[src/rtl/proj_001_pkg.sv]
// Shared opcodes, state encoding and widths for the proj_001 two-operand calculator.
package proj_001_pkg;

    localparam int DW = 4;
    localparam int RW = 5;

    localparam logic [1:0] OP_ADD = 2'b00;
    localparam logic [1:0] OP_SUB = 2'b01;
    localparam logic [1:0] OP_AND = 2'b10;
    localparam logic [1:0] OP_XOR = 2'b11;

    typedef enum logic {
        WAIT_A = 1'b0,
        WAIT_B = 1'b1
    } state_t;

endpackage

[src/rtl/proj_001_alu.sv]
// Combinational 4-bit ALU producing a 5-bit unsigned result (add, modular subtract, and, xor).
module proj_001_alu
    import proj_001_pkg::*;
(
    input  logic [1:0]    op,
    input  logic [DW-1:0] a,
    input  logic [DW-1:0] b,
    output logic [RW-1:0] y
);

    logic [RW-1:0] a_ext;
    logic [RW-1:0] b_ext;
    logic [DW-1:0] and_bits;
    logic [DW-1:0] xor_bits;

    assign a_ext = {1'b0, a};
    assign b_ext = {1'b0, b};

    for (genvar gi = 0; gi < DW; gi++) begin : g_bitwise
        assign and_bits[gi] = a[gi] & b[gi];
        assign xor_bits[gi] = a[gi] ^ b[gi];
    end

    // Subtraction wraps mod 32, so bit 4 doubles as the borrow flag.
    always_comb begin
        y = '0;
        case (op)
            OP_ADD:  y = a_ext + b_ext;
            OP_SUB:  y = a_ext - b_ext;
            OP_AND:  y = {1'b0, and_bits};
            OP_XOR:  y = {1'b0, xor_bits};
            default: y = '0;
        endcase
    end

endmodule

[src/rtl/proj_001.sv]
// Two-operand serial calculator: operand A then operand B strobed by capture; registered result with one-cycle valid.
module proj_001
    import proj_001_pkg::*;
(
    input  logic          clock,
    input  logic          rst,
    input  logic          capture,
    input  logic [DW-1:0] d_in,
    input  logic [1:0]    op,
    output logic [RW-1:0] result,
    output logic          valid
);

    state_t        state_q, state_d;
    logic [DW-1:0] a_q, a_d;
    logic [RW-1:0] result_q, result_d;
    logic          valid_q, valid_d;
    logic [RW-1:0] alu_y;

    // Operand B goes straight from the input into the ALU; only A is stored.
    proj_001_alu u_alu (
        .op (op),
        .a  (a_q),
        .b  (d_in),
        .y  (alu_y)
    );

    always_comb begin
        state_d  = state_q;
        a_d      = a_q;
        result_d = result_q;
        valid_d  = 1'b0;
        case (state_q)
            WAIT_A: begin
                if (capture) begin
                    a_d     = d_in;
                    state_d = WAIT_B;
                end
            end
            WAIT_B: begin
                if (capture) begin
                    result_d = alu_y;
                    valid_d  = 1'b1;
                    state_d  = WAIT_A;
                end
            end
            default: state_d = WAIT_A;
        endcase
    end

    always_ff @(posedge clock) begin
        if (rst) begin
            state_q  <= WAIT_A;
            a_q      <= '0;
            result_q <= '0;
            valid_q  <= 1'b0;
        end else begin
            state_q  <= state_d;
            a_q      <= a_d;
            result_q <= result_d;
            valid_q  <= valid_d;
        end
    end

    assign result = result_q;
    assign valid  = valid_q;

endmodule

[config.mk]
export PLATFORM = sky130hd
export DESIGN_NAME = proj_001
export DESIGN_NICKNAME = d
export VERILOG_FILES = /design/src/rtl/proj_001_pkg.sv /design/src/rtl/proj_001_alu.sv /design/src/rtl/proj_001.sv
export SDC_FILE = /design/constraint.sdc
export NUM_CORES = 1
export LEC_CHECK = 0
export ABC_AREA = 0
export BUFFER_PORTS_ARGS = -buffer_cell sky130_fd_sc_hd__buf_2
export CAP_MARGIN = 20
export CORE_MARGIN = 2
export CORE_UTILIZATION = 30
export CTS_BUF_LIST = sky130_fd_sc_hd__clkbuf_8 sky130_fd_sc_hd__clkbuf_16
export DETAILED_ROUTE_END_ITERATION = 8
export GPL_ROUTABILITY_DRIVEN = 0
export MAX_ROUTING_LAYER = met4
export PLACE_DENSITY_LB_ADDON = 0.05
export SYNTH_ARGS = -nofsm -noshare
export SYNTH_HDL_FRONTEND = slang
export SYNTH_SLANG_ARGS = --single-unit
[constraint.sdc]
create_clock -name clock -period 2.02 [get_ports clock]
set_clock_uncertainty 0.05 [all_clocks]
set_input_delay 0.404 -clock clock [delete_from_list [all_inputs] [get_ports clock]]
set_output_delay 0.404 -clock clock [all_outputs]
set_load 0.03 [all_outputs]
==> Implementation_results.wiki, run 1 <==
{| class="wikitable"
! Metric !! Value
|-
| Startpoint type of the worst setup path || primary input
|-
| Required time of the critical path || between 2000 and 2500 ps
|-
| Upper clock frequency limit || 515 MHz
|-
| Post-CTS Setup Repair Bufs || 0
|-
| Max IR drop VDD || just over 0.0004 V
|-
| Wirelength per Cell || about 12 µm
|-
| Delay of the slowest cell on the worst path || ~410 ps
|-
| Shortest clock period the worst path allows after layout || between 1500 and 2000 ps
|-
| Mean Syn Cell Area || about 9.3 µm²
|-
| Clock-pin slew of the registers on the worst-case setup and hold paths || 50 ps
|-
| Detailed Route WL || 1640 µm
|-
| Initial Util || a little under a third
|-
| Diode insertion count for antenna repair || 0
|-
| Number of antenna violations at the first check in global routing || 0
|-
| Worst-path cell chain || buf_2, inv_1, ha_1, mux2_4, fa_2, nand2b_4, a21oi_2, xor2_1, o32ai_1
|-
| Critical setup path kind || primary input to flop
|-
| Vias after detailed routing || between 600 and 700
|-
| Family with the most delay on the worst path || adder cells
|-
| DRC violations left || 0
|-
| DRT antenna net count || 0
|-
| Worst Max-Slew Pin Slew || between 300 and 400 ps
|-
| Width of the die || between 50 and 60 µm
|-
| Rows || 18
|-
| Floorplan core area || 0.00245 mm²
|-
| Cell chosen for the clock root || sky130_fd_sc_hd__clkbuf_8
|-
| Count of routing violations after the opening detailed-route iteration || 0
|-
| Arrival @ worst endpoint || 2000 ps
|-
| Distinct cells, synth || 25
|-
| Vertical die dimension || 54.6 µm
|-
| Via density || between 4 and 5
|-
| Hold_ws || roughly 410 ps
|-
| Die outline area || 0.00299 mm²
|-
| Pin count of the biggest net entering global routing || 14
|-
| Final hold viol count || 0
|-
| Max-slew headroom || between 70% and 80%
|-
| Number of H-tree levels || 1
|-
| Area fraction in and, or, nand and nor cells after synthesis || between 10% and 20%
|-
| Global router's overall resource usage || a little over an eighth
|-
| GRT overflow || 0
|-
| Share of cells above drive strength 1 || around 30%
|-
| Worst setup slack after layout || around 79 ps
|-
| Vias in the first global route || around 570
|-
| Flops & latches, synth || 11
|-
| Final period utilization || roughly 96%
|-
| Crit path buffers/inverters || 2
|-
| Final #Nets || 126
|-
| CTS Hold Buffers Added || 0
|-
| Total power density per cell area || about 700 mW/mm²
|-
| Start point of the critical path || d_in[0]
|-
| Path category of the worst min-delay check || primary input to flop
|-
| Final core area utilization || about 40%
|-
| Complex-gate fraction of the synthesized area || approximately a tenth
|-
| Startpoint of the worst-slack reg-to-reg timing path || a_q[0]$_SDFFE_PP0P_
|-
| Quantity of I/O buffers inserted on ports || 14
|-
| Static Leak || about 0.47 nW
|-
| Number of buffers inserted during clock tree synthesis || 3
|-
| Maximum count of clock buffers along a single path || 2
|-
| Final HPWL DP || between 1000 and 1500 µm
|-
| Multiplexer area fraction after synthesis || between 10% and 20%
|-
| Combinational family with the most area after synthesis || adder cells
|-
| Area added between synthesis and finish || 26.0%
|-
| I/O pin count || 15
|-
| Crit path capture type || flop
|-
| Worst slack after detailed placement || -146 ps
|-
| Sequential cell area fraction in the yosys report || 28.6%
|-
| Critical hold path startpoint || capture
|-
| Number of search-and-repair iterations in the first detailed-routing pass || 1
|-
| Run status || finished clean
|-
| Final-report setup violation count || 0
|-
| Syn nets || about 100
|-
| Cell count after synthesis || between 80 and 90
|-
| CP max FO || 2
|-
| Max-slew violation count || 0
|-
| Max-cap violation count || 0
|-
| Filler Cells Inserted || between 200 and 250
|-
| Post-synthesis xor/xnor area fraction || under 10%
|-
| Wire length of the first global-routing pass || roughly 2600 µm
|-
| TritonCTS clock tree || done
|-
| Insertion delay to the later sink of the worst-skew pair || ~250 ps
|-
| Cell area after synthesis || a little under 800 µm²
|-
| TritonCTS Sinks || 11
|-
| CP max-delay cell || sky130_fd_sc_hd__fa_2
|-
| Number of warnings printed during yosys synthesis || 0
|-
| Adder-Cell Fraction of Synth Area || roughly a fifth
|}
what timing repair did:
item,in CTS,in global routing
setup endpoints to repair,0,2
endpoints found under the hold margin,0,0
gates resized for setup,0,2
layout make-up:
type                    count  area (µm²)  share of cell area [%]
flip-flops and latches     11         220                    22.7
clock inverters             1        3.75                   0.387
clock buffers               3        41.3                    4.26
repair buffers             20         115                    11.9
inverters                   7        26.3                    2.71
well taps                  30        37.5                    3.87
multi-input cells          62         526                    54.2
layer usage:
metal / up-vias / GRT usage, % / wire, µm
met4: 0 / 6.25 / 16
met1: 271 / 16.0 / 784
met3: 2 / 4.92 / 79
met2: 12 / 20.2 / 759
li1: 321 / - / -
met5: - / - / 0
metrics by stage:
stage	total power, mW	cells	TNS [ps]	area, µm²
2_1_floorplan	0.379	83	0	776
3_3_place_gp	0.439	130	-359	913
3_5_place_dp	0.439	130	-326	913
4_1_cts	0.671	134	0	958
5_1_grt	0.715	134	-21.2	970
6_report	0.664	134	0	970
logic make-up after synthesis:
kind of cell	Yosys count
fa+ha+maj	12
xor+xnor	5
buf+inv	10
simple gates	26
mux	10
compound gates	9
flops	11
final timing paths:
kind,to,slack (ps),cells after the start
setup / recovery,result[4]$_SDFFE_PP0P_,80,9
hold / removal,valid$_SDFF_PP0_,410,2
setup reg to reg,result[4]$_SDFFE_PP0P_,350,7
hold reg to reg,valid$_SDFF_PP0_,420,2
cell usage after synthesis:
cell / n / share of area (%)
sky130_fd_sc_hd__nor2_1: 15 / 7.3
sky130_fd_sc_hd__nor2b_1: 1 / 0.81
sky130_fd_sc_hd__buf_1: 1 / 0.49
sky130_fd_sc_hd__xor2_1: 2 / 2.3
sky130_fd_sc_hd__mux2i_1: 9 / 12
sky130_fd_sc_hd__nand2b_1: 1 / 0.81
sky130_fd_sc_hd__nor3_1: 2 / 1.3
sky130_fd_sc_hd__o21ai_1: 2 / 1.3
sky130_fd_sc_hd__dfxtp_1: 11 / 29
sky130_fd_sc_hd__ha_1: 11 / 18
sky130_fd_sc_hd__and2b_1: 1 / 0.98
sky130_fd_sc_hd__xnor2_1: 3 / 3.4
sky130_fd_sc_hd__nand2_1: 2 / 0.98
sky130_fd_sc_hd__inv_1: 7 / 3.4
sky130_fd_sc_hd__nor3b_1: 2 / 2.0
sky130_fd_sc_hd__buf_4: 1 / 0.98
sky130_fd_sc_hd__a21oi_1: 3 / 2.0
sky130_fd_sc_hd__a211oi_2: 2 / 3.3
sky130_fd_sc_hd__a221oi_2: 1 / 2.0
sky130_fd_sc_hd__or3b_1: 1 / 1.1
sky130_fd_sc_hd__clkbuf_1: 1 / 0.49
sky130_fd_sc_hd__nor2b_4: 1 / 1.8
sky130_fd_sc_hd__mux2_2: 1 / 1.5
sky130_fd_sc_hd__fa_1: 1 / 2.6
sky130_fd_sc_hd__o32ai_1: 1 / 1.1
worst reg2reg max path: cells and delay by family (launching register included):
family,cells,cell delay [ps]
buffers and inverters,1,50
adder cells (fa/ha/maj),2,580
flip-flops,1,350
AND/OR/NAND/NOR,1,150
AO/OA/AOI/OAI,2,210
XOR/XNOR,1,150
cells in the final DEF, fill, tap and decap left out, drive strengths merged, types with 2 or more instances in the layout:
cell type  instances
buf               20
nor2              15
ha                11
dfxtp             11
mux2i              9
inv                8
xnor2              3
clkbuf             3
a21oi              3
nor3               2
xor2               2
nor3b              2
nand2              2
o21ai              2
a211oi             2
nor2b              2
sequential cells by signal (all words and copies together), names as in the netlist:
signal	cells
result	5
a_q	4
state_q	1
valid	1
power by group:
| part | total (mW) | switching, mW | internal (mW) |
|---|---|---|---|
| sequential | 0.240 | 0.00841 | 0.232 |
| clock | 0.223 | 0.0887 | 0.134 |
| combinational | 0.202 | 0.107 | 0.0946 |
| total | 0.664 | 0.204 | 0.460 |
(Power assumes the default switching activity.)
==> inputs of run 2 (changes only) <==
- CELL_PAD_IN_SITES_DETAIL_PLACEMENT: not set -> 1
- CELL_PAD_IN_SITES_GLOBAL_PLACEMENT: not set -> 2
- CORE_UTILIZATION: 30 -> 29
==> Implementation_results.wiki, run 2 (synthesis results as in run 1) <==
{| class="wikitable"
! Metric !! Value
|-
| Run status || finished clean
|-
| Number of H-tree levels || 1
|-
| Setup crit end || result[4]$_SDFFE_PP0P_
|-
| Detailed Route WL || approximately 1600 µm
|-
| Start point of the critical path || d_in[0]
|-
| Commonest non-fill, non-tap cells in the layout || sky130_fd_sc_hd__nor2_1 (15), sky130_fd_sc_hd__buf_2 (14), sky130_fd_sc_hd__ha_1 (11), sky130_fd_sc_hd__dfxtp_1 (11), sky130_fd_sc_hd__mux2i_1 (9)
|-
| Startpoint of the worst-slack reg-to-reg timing path || a_q[0]$_SDFFE_PP0P_
|-
| Final core area utilization || between 30% and 40%
|-
| Worst Max-Slew Pin Slew || between 200 and 300 ps
|-
| Final hold viol count || 0
|-
| Delay of the slowest cell on the worst path || between 300 and 400 ps
|-
| Wire length of the first global-routing pass || around 2900 µm
|-
| Share of cells above drive strength 1 || 30.2%
|-
| Number of search-and-repair iterations in the first detailed-routing pass || 3
|-
| CP max-delay cell || sky130_fd_sc_hd__fa_2
|-
| Initial Util || a little under a third
|-
| TritonCTS clock tree || done
|-
| TritonCTS Sinks || 11
|-
| Switching power || 0.201 mW
|-
| GRT overflow || 0
|-
| Final HPWL DP || roughly 1300 µm
|-
| Count of routing violations after the opening detailed-route iteration || 7
|-
| DRC violations left || 0
|-
| Global router's overall resource usage || 12.7%
|-
| Cell chosen for the clock root || sky130_fd_sc_hd__clkbuf_8
|-
| Number of flip-flops under the largest register name || 5
|-
| Max-slew headroom || 81.2%
|-
| Diode insertion count for antenna repair || 0
|-
| Vias after detailed routing || between 600 and 700
|-
| Worst-path cell chain || buf_2, inv_1, ha_1, mux2_2, fa_2, nand2b_1, a21oi_2, xor2_1, o32ai_1
|-
| Most frequent standard cell in the layout excluding fill and tap cells || sky130_fd_sc_hd__nor2_1
|-
| Total power density per cell area || 677 mW/mm²
|-
| Internal power || about 0.46 mW
|-
| GR met1 Demand/Resource || ~16%
|-
| Overall Power || ~0.66 mW
|-
| I/O pin count || 15
|-
| Number of antenna violations at the first check in global routing || 0
|-
| Global-route met3 utilization || about 4.7%
|-
| Pin count of the biggest net entering global routing || 14
|-
| Die outline area || between 0.003 and 0.004 mm²
|-
| Width of the die || between 50 and 60 µm
|-
| Final-report setup violation count || 0
|-
| Vertical die dimension || 55.5 µm
|-
| Sequential power share || a little over a third
|-
| Rows || 18
|-
| Clock share of power || 33.8%
|-
| Max IR drop VDD || 0.000442 V
|-
| Quantity of I/O buffers inserted on ports || 14
|-
| Final setup TNS || 0 ps
|-
| Critical setup path kind || primary input to flop
|-
| Final period utilization || 94.8%
|-
| Shortest clock period the worst path allows after layout || between 1500 and 2000 ps
|-
| Power share of the combinational group || 29.9%
|-
| Via density || 4.55
|-
| Number of buffers inserted during clock tree synthesis || 3
|-
| Wirelength per Cell || roughly 12 µm
|-
| R2R setup slack || about 360 ps
|-
| Capture point of the worst reg-to-reg path || result[4]$_SDFFE_PP0P_
|-
| Maximum count of clock buffers along a single path || 2
|-
| Area added between synthesis and finish || 26.5%
|-
| Resized Gates After CTS || 0
|-
| Floorplan core area || about 0.0025 mm²
|-
| CTS Hold Buffers Added || 0
|-
| Startpoint type of the worst setup path || primary input
|-
| GR peak layer || met2
|-
| Path category of the worst min-delay check || primary input to flop
|-
| Upper clock frequency limit || about 520 MHz
|-
| Global-route track usage on met2 || between 10% and 20%
|-
| Max-slew violation count || 0
|-
| Final #Nets || between 100 and 150
|-
| Post-CTS Setup Repair Bufs || 0
|-
| Max-cap violation count || 0
|-
| DRT antenna net count || 0
|-
| Worst R2R Path Depth || 7
|-
| Arrival @ worst endpoint || between 1500 and 2000 ps
|-
| Clock-pin slew of the registers on the worst-case setup and hold paths || 50 ps
|-
| Crit path capture type || flop
|-
| CP max FO || 2
|-
| Static Leak || about 0.47 nW
|-
| Vias in the first global route || 600
|-
| Insertion delay to the later sink of the worst-skew pair || 240 ps
|-
| Switching power as a share of total power || between 30 and 40%
|-
| Setup repair after global routing missed its margin || no
|-
| Required time of the critical path || 2090 ps
|}
-- run 2: final cells by class --
type / count / area [µm²]
repair buffers: 22 / 130
flip-flops and latches: 11 / 220
fillers: 299 / 1530
inverters: 7 / 26.3
clock buffers: 3 / 41.3
clock inverters: 1 / 3.75
multi-input cells: 62 / 514
well taps: 30 / 37.5
-- run 2: layer usage --
metal | vias to the layer above | routed length, µm | share of wire [%]
met3 | 2 | 75 | 4.6
met2 | 12 | 755 | 46
met4 | 0 | 10 | 0.61
met5 | - | 0 | 0
met1 | 279 | 792 | 48
li1 | 326 | - | -
-- run 2: how the worst min path moves through the flow --
| stage | from | end | slack [ps] | cells after the start |
|---|---|---|---|---|
| after floorplan | state_q$_SDFF_PP0_ | valid$_SDFF_PP0_ | 390 | 2 |
| after global routing | capture | valid$_SDFF_PP0_ | 400 | 2 |
| final | capture | valid$_SDFF_PP0_ | 410 | 2 |
| after global placement | state_q$_SDFF_PP0_ | valid$_SDFF_PP0_ | 410 | 2 |
| after CTS | capture | valid$_SDFF_PP0_ | 400 | 2 |
| after detailed placement | state_q$_SDFF_PP0_ | valid$_SDFF_PP0_ | 420 | 2 |
-- run 2: critical path: cells and delay by family --
family                   cells  cell delay [ps]
AO/OA/AOI/OAI                2              220
XOR/XNOR                     1              150
multiplexers                 1              290
adder cells (fa/ha/maj)      2              650
AND/OR/NAND/NOR              1              160
buffers and inverters        2              130
-- run 2: power by group through the flow --
| stage | clock network, mW | logic, mW | registers (mW) |
|---|---|---|---|
| 6_report | 0.222 | 0.197 | 0.240 |
| 5_1_grt | 0.249 | 0.224 | 0.242 |
| 4_1_cts | 0.230 | 0.202 | 0.240 |
| 3_5_place_dp | 0 | 0.200 | 0.245 |
| 3_3_place_gp | 0 | 0.200 | 0.244 |
| 2_1_floorplan | 0 | 0.122 | 0.257 |
-- run 2: per-stage QoR --
stage / instance area, µm² / hold WS (ps) / std cells / setup WS [ps]
5_1_grt: 973 / 402 / 136 / 1.40
2_1_floorplan: 776 / 393 / 83 / 8.66
6_report: 973 / 406 / 136 / 106
3_3_place_gp: 928 / 407 / 132 / -167
3_5_place_dp: 928 / 424 / 132 / -160
4_1_cts: 973 / 404 / 136 / 93.2
